## src/rtl/dmem_arbiter.sv

```systemverilog
// dmem_arbiter: two-port arbiter/sequencer for the shared 16-bit data memory.
// Define DMEM_ARB_RR_EN for round-robin tie-break; default is port 0 priority.
module dmem_arbiter #(
    parameter int ADDR_WIDTH = 16,
    parameter int LOCK_MAX   = 8
) (
    input  logic                  clk,
    input  logic                  rst,
    input  logic                  req0,
    input  logic                  req1,
    input  logic                  wr0,
    input  logic                  wr1,
    input  logic                  lock0,
    input  logic                  lock1,
    input  logic [ADDR_WIDTH-1:0] addr0,
    input  logic [ADDR_WIDTH-1:0] addr1,
    input  logic [15:0]           wdata0,
    input  logic [15:0]           wdata1,
    output logic                  gnt0,
    output logic                  gnt1,
    output logic                  rvalid0,
    output logic                  rvalid1,
    output logic                  err0,
    output logic                  err1,
    output logic [15:0]           rdata,
    output logic                  mem_en,
    output logic                  mem_wr,
    output logic [ADDR_WIDTH-1:0] mem_addr,
    output logic [15:0]           mem_wdata,
    input  logic [15:0]           mem_rdata
);
    typedef enum logic [1:0] {IDLE, LOCK0, LOCK1} state_t;
    localparam logic [3:0] LMAX = 4'(LOCK_MAX);

    state_t                  state_q, state_d;
    logic [3:0]              lcnt_q, lcnt_d, lcnt_inc;
    logic                    rv0_q, rv1_q, er0_q, er1_q;
    logic [15:0]             rdata_q;
    logic                    gnt_any, sel_lk, sel_wr, mis;
    logic [ADDR_WIDTH-1:0]   sel_addr;
    logic [15:0]             sel_wd;
`ifdef DMEM_ARB_RR_EN
    logic                    last_q, last_d;
`endif

    always_comb begin
        gnt0 = 1'b0;
        gnt1 = 1'b0;
        if (!rst) begin
            unique case (state_q)
                IDLE: begin
                    if (req0 && req1) begin
`ifdef DMEM_ARB_RR_EN
                        gnt0 = last_q;
                        gnt1 = !last_q;
`else
                        gnt0 = 1'b1;
`endif
                    end else begin
                        gnt0 = req0;
                        gnt1 = req1;
                    end
                end
                LOCK0:   gnt0 = req0;
                LOCK1:   gnt1 = req1;
                default: ;
            endcase
        end
    end

    assign gnt_any   = gnt0 | gnt1;
    assign sel_addr  = gnt1 ? addr1 : addr0;
    assign sel_wd    = gnt1 ? wdata1 : wdata0;
    assign sel_wr    = gnt1 ? wr1 : wr0;
    assign sel_lk    = gnt1 ? lock1 : lock0;
    assign mis       = sel_addr[0];

    // Misaligned grants still consume the request but never touch memory
    assign mem_en    = gnt_any & ~mis;
    assign mem_wr    = gnt_any & sel_wr;
    assign mem_addr  = gnt_any ? sel_addr : '0;
    assign mem_wdata = gnt_any ? sel_wd : '0;

    always_comb begin
        state_d  = state_q;
        lcnt_d   = lcnt_q;
        lcnt_inc = lcnt_q + 4'd1;
        unique case (state_q)
            IDLE: begin
                if (gnt_any && sel_lk && LOCK_MAX > 1) begin
                    state_d = gnt1 ? LOCK1 : LOCK0;
                    lcnt_d  = 4'd1;
                end
            end
            LOCK0, LOCK1: begin
                if (!gnt_any || !sel_lk || lcnt_inc >= LMAX) begin
                    state_d = IDLE;
                    lcnt_d  = '0;
                end else begin
                    lcnt_d = lcnt_inc;
                end
            end
            default: begin
                state_d = IDLE;
                lcnt_d  = '0;
            end
        endcase
    end

`ifdef DMEM_ARB_RR_EN
    assign last_d = gnt_any ? gnt1 : last_q;
`endif

    always_ff @(posedge clk) begin
        if (rst) begin
            state_q <= IDLE;
            lcnt_q  <= '0;
            rv0_q   <= 1'b0;
            rv1_q   <= 1'b0;
            er0_q   <= 1'b0;
            er1_q   <= 1'b0;
            rdata_q <= '0;
`ifdef DMEM_ARB_RR_EN
            last_q  <= 1'b1;
`endif
        end else begin
            state_q <= state_d;
            lcnt_q  <= lcnt_d;
            rv0_q   <= gnt0 & ~mis & ~sel_wr;
            rv1_q   <= gnt1 & ~mis & ~sel_wr;
            er0_q   <= gnt0 & mis;
            er1_q   <= gnt1 & mis;
            if (gnt_any && !mis && !sel_wr) begin
                rdata_q <= mem_rdata;
            end
`ifdef DMEM_ARB_RR_EN
            last_q  <= last_d;
`endif
        end
    end

    assign rvalid0 = rv0_q;
    assign rvalid1 = rv1_q;
    assign err0    = er0_q;
    assign err1    = er1_q;
    assign rdata   = rdata_q;

endmodule

```

## config.mk

```make
export PLATFORM = sky130hd
export DESIGN_NAME = dmem_arbiter
export DESIGN_NICKNAME = d
export VERILOG_FILES = /design/src/rtl/dmem_arbiter.sv
export SDC_FILE = /design/constraint.sdc
export NUM_CORES = 1
export LEC_CHECK = 0
export CAP_MARGIN = 10
export CORE_ASPECT_RATIO = 0.5
export CORE_MARGIN = 3
export CORE_UTILIZATION = 28
export DETAILED_ROUTE_END_ITERATION = 10
export HOLD_SLACK_MARGIN = 0.15
export PLACE_DENSITY_LB_ADDON = 0.1
export SYNTH_ARGS = -nofsm -noshare
export SYNTH_HDL_FRONTEND = slang
export SYNTH_SLANG_ARGS = --single-unit
```

## constraint.sdc

```tcl
create_clock -name clk -period 1.87 [get_ports clk]
set_input_delay 0.2805 -clock clk [delete_from_list [all_inputs] [get_ports clk]]
set_output_delay 0.2805 -clock clk [all_outputs]
set_load 0.01 [all_outputs]
```

==> impl_metrics.py, run 1 <==
metrics = {
    "final_layout": {
        "stdcell_count": 495,
        "layout_commonest_cell": "clkdlybuf4s50_1",
        "drive_gt1_share_pct": 40.5,
        "fin_nets": 519,
        "syn_to_final_growth_pct": 147,
        "antenna_cells": 0,
        "final_cell_mix": "107 x clkdlybuf4s50_1, 60 x nand2_1, 26 x nand2_2, 26 x buf_2, 25 x buf_4",
    },
    "clock_network": {
        "clkSinkCount": 26,
        "cts_root_buf": "clkbuf_16",
        "h-tree-depth": 1,
        "cts_buffer_depth": 2,
        "clkTransAtPathRegs_ns": 0.06,
        "tritoncts": "built",
        "cts-buffers-inserted": 3,
        "clock_latency_ns": 0.26,
    },
    "synth": {
        "synth_nets": 339,
        "synth_top_family_by_area": "simple AND/OR/NAND/NOR gates",
        "synth_cell_type_count": 31,
        "synth_xor_xnor_area_share_pct": 0,
        "synthMuxAreaShare_pct": 1.24,
        "avgSynthCellArea_um2": 6.56,
        "synth-warning-count": 0,
        "synth_compound_area_share_pct": 13.8,
        "synth_fa_ha_area_share_pct": 3.88,
        "synth-simple-area-share_pct": 42.7,
        "synthesis.instances": 246,
        "netlist_area_mm2": 0.00161,
        "ys_ff_latch": 26,
        "ys_seq_area_share_pct": 32.3,
    },
    "grt": {
        "grt_usage_pct": 18.8,
        "antenna_found_initial": 0,
        "overflow": 0,
        "grt_max_degree": 22,
        "grt_pass1_vias": 2134,
        "grt_pass1_wl_mm": 10.4,
    },
    "drt": {
        "num_vias": 2380,
        "drcViolationCount": 0,
        "viasPerCell": 4.81,
        "wirelength_mm": 7.57,
        "ant_nets": 0,
        "wire_per_inst_um": 15.3,
        "dr.pass1.iters": 5,
        "drt_iter0_markers": 112,
    },
    "power": {
        "p_total_mw": 2.27,
        "p_clk_share_pct": 22.6,
        "sw_frac_of_total_pct": 31.3,
        "vdd.ir_drop.worst_v": 0.000552,
        "power.share.combinational_pct": 49.9,
        "intPower_mw": 1.56,
        "seqPwrFrac_pct": 27.5,
        "p_leak_nw": 1.80,
        "netSwitchingPower_uw": 709,
        "power_density_mw_per_mm2": 569,
    },
    "placement": {
        "globalplace.congestion": 0.833,
        "dp_hpwl_mm": 5.10,
        "dp.cells": 476,
        "io_buffers": 143,
    },
    "worst_setup_path": {
        "crit_buf_inv": 5,
        "cpMaxStageDelayCell": "dfxtp_2",
        "crit_path_cell_trace": "inv_4 > ha_4 > and3b_2 > o21ai_4 > inv_4 > buf_12 > clkbuf_16 > nand2_1 > nand2_1 > buf_2",
        "path_max_fanout": 7,
        "critPathRequiredTime_ns": 1.59,
        "critPathArrivalTime_ns": 1.91,
        "startpoint_type": "flip-flop",
        "cpLargestDelayFamily": "buffers and inverters",
        "critPathMaxStageDelay_ns": 0.36,
        "crit_type": "flip-flop to output pin",
        "worstSetupEndpointType": "output pin",
    },
    "sta": {
        "slew_headroom_pct": 81.0,
        "setup_viol": 56,
        "fmax_ghz": 0.457,
        "report.final.slew_viol_count": 0,
        "min_period_ns": 2.19,
        "hold_viol_final": 0,
        "fin_ws_ns": -0.316,
        "worstMarginPinSlew_ns": 0.283,
        "clock_skew_ns": 0.00240,
        "grt_setup_unrepaired": "true",
        "finalCritPeriodShare_pct": 117,
    },
    "floorplan": {
        "dieArea_mm2": 0.00676,
        "initial_utilization_pct": 30.9,
        "die_w_um": 113,
        "io_pins": 144,
        "rows": 18,
        "core_mm2": 0.00523,
        "fp.dieH_um": 59.7,
    },
    "hold_path": {
        "hold_path.class": "flip-flop to flip-flop",
    },
    "status": {
        "failed_checks": "setup timing",
        "outcome": "finished with violations",
    },
    "job": {
        "cap_violations": 0,
    },
}
==> kinds of logic (layout without fill, tap and decap cells) <==
logic type                 count (synthesis)  in the layout
AOI/OAI and AO/OA                         33             33
DFF                                       26             26
muxes                                      2              2
and+or+nand+nor                          157            157
buffers and inverters                     23            202
adders and majority gates                  5              5
==> final cells by class <==
type                            instances  area, µm²
Inverter                                9       43.8
Timing Repair Buffer                  189       1900
Clock buffer                            4       88.8
Fill cell                             391       1240
Tap cell                               70       87.6
Sequential cell                        26        523
Multi-Input combinational cell        197       1330
==> state kept, by name (all words and copies together), names as in the netlist <==
name and count:
rvalid1 1, state_q 2, rvalid0 1, rdata 16
err1 1, lcnt_q 4, err0 1
==> Yosys cell counts <==
| cell type | n | area, µm² |
|---|---|---|
| or3_1 | 4 | 25.0 |
| and3b_1 | 1 | 8.76 |
| a31oi_1 | 3 | 18.8 |
| mux2i_1 | 2 | 20.0 |
| nor2b_1 | 1 | 6.26 |
| o41ai_4 | 1 | 27.5 |
| clkbuf_1 | 9 | 33.8 |
| ha_1 | 5 | 62.6 |
| o41a_1 | 1 | 11.3 |
| nand3_2 | 1 | 10.0 |
| nor2_1 | 4 | 15.0 |
| o21ai_1 | 3 | 15.0 |
| nor4_1 | 1 | 6.26 |
| a21oi_1 | 20 | 100 |
| a21oi_2 | 1 | 8.76 |
| nand3_1 | 37 | 185 |
| buf_6 | 1 | 11.3 |
| o211ai_2 | 1 | 12.5 |
| nand2_1 | 101 | 379 |
| inv_1 | 4 | 15.0 |
| nand4b_1 | 2 | 17.5 |
| nand4_1 | 1 | 6.26 |
| o21ai_4 | 1 | 16.3 |
| and4_1 | 2 | 17.5 |
| and3_1 | 2 | 12.5 |
| buf_2 | 3 | 15.0 |
| inv_2 | 5 | 18.8 |
| buf_1 | 1 | 3.75 |
| a21o_1 | 1 | 7.51 |
| dfxtp_1 | 26 | 521 |
| o21ai_0 | 1 | 5.00 |
==> final timing paths <==
kind	from	to	slack, ns	depth (start not counted)
setup / recovery	state_q[0]	mem_addr[15]	-0.32	10
hold / removal	rdata[1]	rdata[1]	0.46	2
setup reg to reg	state_q[0]	rdata[14]	-0.26	12
hold reg to reg	rdata[1]	rdata[1]	0.46	2
==> tightest hold or removal path, cell delays in order (launching register included) <==
cell,delay [ns]
dfxtp_1,0.31
nand2_1,0.05
a21oi_1,0.05
==> through the flow <==
| stage | instance area, µm² | utilization [%] | hold WS (ns) | setup slack, ns | setup TNS, ns |
|---|---|---|---|---|---|
| global placement | 3360 | 64.3 | 0.441 | -0.590 | -27.70 |
| finish | 3980 | 76.2 | 0.459 | -0.316 | -12.99 |
| CTS | 3510 | 67.2 | 0.455 | -0.270 | -11.02 |
| global route | 3980 | 76.2 | 0.477 | -0.396 | -17.85 |
| detailed placement | 3360 | 64.3 | 0.447 | -0.612 | -29.20 |
| floorplan | 1650 | - | 0.416 | -0.0724 | -0.722 |
==> power groups by stage <==
stage                     clock network (mW)  logic, mW  registers (mW)
after floorplan                            0      0.358           0.633
after global placement                     0      0.876           0.625
after detailed placement                   0      0.891           0.625
after CTS                              0.523      0.958           0.618
after global routing                   0.550       1.21           0.628
final                                  0.512       1.13           0.624
==> routing by layer <==
layer / up-vias / global-route usage [%] / wire length [µm]
met2: 95 / 34.4 / 3710
li1: 1183 / - / -
met3: 10 / 3.84 / 479
met5: - / 0 / 0
met4: 0 / 3.60 / 112
met1: 1092 / 23.6 / 3270
==> timing repair <==
item,in CTS,in global routing
gates resized for setup,162,99
pin swaps,7,51
gates cloned,3,3
hold buffers,0,0
setup buffers,3,6
endpoints found under the setup margin,58,58
Power figures use the tool's default switching activity.
==> run 2: changes to the inputs <==
CORE_MARGIN = unset   (was 3)
==> impl_metrics.py, run 2 (same netlist as run 1, synthesis figures left out) <==
metrics = {
    "status": {
        "outcome": "finished with violations",
        "failed_checks": "setup timing",
    },
    "final_layout": {
        "fin_nets": 530,
        "largest_reg_flops": 16,
        "final_cell_mix": "106 x clkdlybuf4s50_1, 59 x nand2_1, 36 x nand2_2",
        "syn_to_final_growth_pct": 152,
        "drive_gt1_share_pct": 45.0,
        "fin_util_pct": 73.8,
        "antenna_cells": 0,
        "fillers": 421,
        "layout_commonest_cell": "clkdlybuf4s50_1",
        "fin_area_mm2": 0.00407,
    },
    "worst_setup_path": {
        "critPathMaxStageDelay_ns": 0.35,
        "cpLargestDelayFamily": "simple AND/OR/NAND/NOR gates",
        "crit_path_cell_trace": "inv_4 > ha_4 > and3b_2 > o21ai_4 > buf_6 > inv_8 > or3_4 > o21ai_2 > buf_2",
        "crit_type": "flip-flop to output pin",
        "cpMaxStageDelayCell": "dfxtp_2",
        "startpoint_type": "flip-flop",
        "path_max_fanout": 7,
        "reg2regPathDepth": 12,
        "cp_num_cells": 9,
        "worstSetupEndpointType": "output pin",
        "critPathArrivalTime_ns": 1.93,
        "critPathRequiredTime_ns": 1.59,
        "crit_buf_inv": 4,
    },
    "grt": {
        "grt_max_degree": 22,
        "grt_pass1_vias": 2399,
        "use_met1_pct": 27.8,
        "grt_usage_pct": 22.8,
        "grt_pass1_wl_mm": 11.2,
        "top_usage_layer": "met2",
        "use_met2_pct": 42.9,
        "antenna_found_initial": 0,
        "gr-usage-met3_pct": 3.63,
        "overflow": 0,
    },
    "power": {
        "seqPwrFrac_pct": 25.9,
        "sw_frac_of_total_pct": 29.7,
        "power.share.combinational_pct": 48.7,
        "netSwitchingPower_uw": 712,
        "p_leak_nw": 1.78,
        "p_total_mw": 2.40,
        "vdd.ir_drop.worst_v": 0.000505,
        "p_clk_share_pct": 25.4,
        "power_density_mw_per_mm2": 589,
        "intPower_mw": 1.69,
    },
    "clock_network": {
        "clkTransAtPathRegs_ns": 0.06,
        "cts_buffer_depth": 2,
        "clock_latency_ns": 0.26,
        "cts-buffers-inserted": 3,
        "clkSinkCount": 26,
        "h-tree-depth": 1,
        "cts_root_buf": "clkbuf_16",
        "tritoncts": "built",
        "ctsHoldBuffers": 0,
    },
    "sta": {
        "worstMarginPinSlew_ns": 0.316,
        "setup_viol": 57,
        "min_period_ns": 2.21,
        "hold_slack_ns": 0.465,
        "hold_viol_final": 0,
        "report.final.slew_viol_count": 0,
        "grt_setup_unrepaired": "true",
        "slew_headroom_pct": 78.9,
        "finalCritPeriodShare_pct": 118,
        "fmax_ghz": 0.452,
        "clock_skew_ns": 0.00415,
        "fin_ws_ns": -0.344,
    },
    "placement": {
        "post_dp_cell_area_mm2": 0.00338,
        "io_buffers": 143,
        "dp_hpwl_mm": 4.79,
        "pre_cts_slack_ns": -0.592,
        "globalplace.congestion": 0.836,
    },
    "floorplan": {
        "fp.dieH_um": 55.7,
        "dieArea_mm2": 0.00609,
        "initial_utilization_pct": 29.2,
        "rows": 19,
        "io_pins": 144,
        "die_w_um": 109,
        "core_mm2": 0.00552,
    },
    "drt": {
        "drcViolationCount": 0,
        "wirelength_mm": 7.27,
        "dr.pass1.iters": 4,
        "ant_nets": 0,
        "num_vias": 2403,
        "drt_iter0_markers": 86,
        "viasPerCell": 4.72,
        "wire_per_inst_um": 14.3,
    },
    "hold_path": {
        "whs_path_depth": 2,
        "hold_path.class": "flip-flop to flip-flop",
    },
    "job": {
        "cap_violations": 0,
    },
}
run 2: changes by cell type in the layout (fill, tap and decap cells not counted), moves of 4 or more:
cell / change
buf_6: +17
nand2_2: +10
nand2_4: -9
buf_12: -5
a21oi_1: -4
a21oi_2: +4
nand3_1: -4
run 2: path summary, 6_finish.rpt:
kind / startpoint / to / slack (ns)
max: state_q[0] / mem_en / -0.34
min: rdata[4] / rdata[4] / 0.47
max reg2reg: state_q[0] / rdata[6] / -0.34
min reg2reg: rdata[4] / rdata[4] / 0.47
run 2: metal layers:
metal | routed length (µm) | vias up | part of all wire (%)
li1 | - | 1208 | -
met1 | 3050 | 1125 | 42
met5 | 0 | - | 0
met4 | 17 | 0 | 0.23
met2 | 3710 | 66 | 51
met3 | 497 | 4 | 6.8
run 2: power by group through the flow:
stage	Clock, mW	Sequential [mW]	Combinational (mW)
2_1_floorplan	0	0.633	0.358
3_3_place_gp	0	0.626	0.889
3_5_place_dp	0	0.627	0.906
4_1_cts	0.626	0.620	1.12
5_1_grt	0.649	0.624	1.25
6_report	0.608	0.622	1.17
run 2: through the flow:
step,setup TNS (ns),std cells
global route,-18.35,509
detailed placement,-27.55,480
floorplan,-0.722,246
global placement,-26.51,480
CTS,-14.66,510
finish,-14.70,509
run 2: cell type report:
cell class	count	area (µm²)	share of cell area (%)
Timing Repair Buffer	200	1950	47.8
Tap cell	73	91.3	2.24
Inverter	9	46.3	1.14
Multi-Input combinational cell	197	1360	33.4
Sequential cell	26	523	12.8
Clock inverter	1	30.0	0.738
Clock buffer	3	75.1	1.84
run 2: what timing repair did:
action	4_1_cts	5_1_grt
pin swaps	47	37
gates cloned	7	0
endpoints found under the setup margin	58	57
gates resized for setup	219	65
setup buffers	19	4
run 2: worst min-delay path, delay by kind of cell (launching register included):
kind / cells / cell delay [ns]
simple gates: 1 / 0.07
flops: 1 / 0.31
compound gates: 1 / 0.04
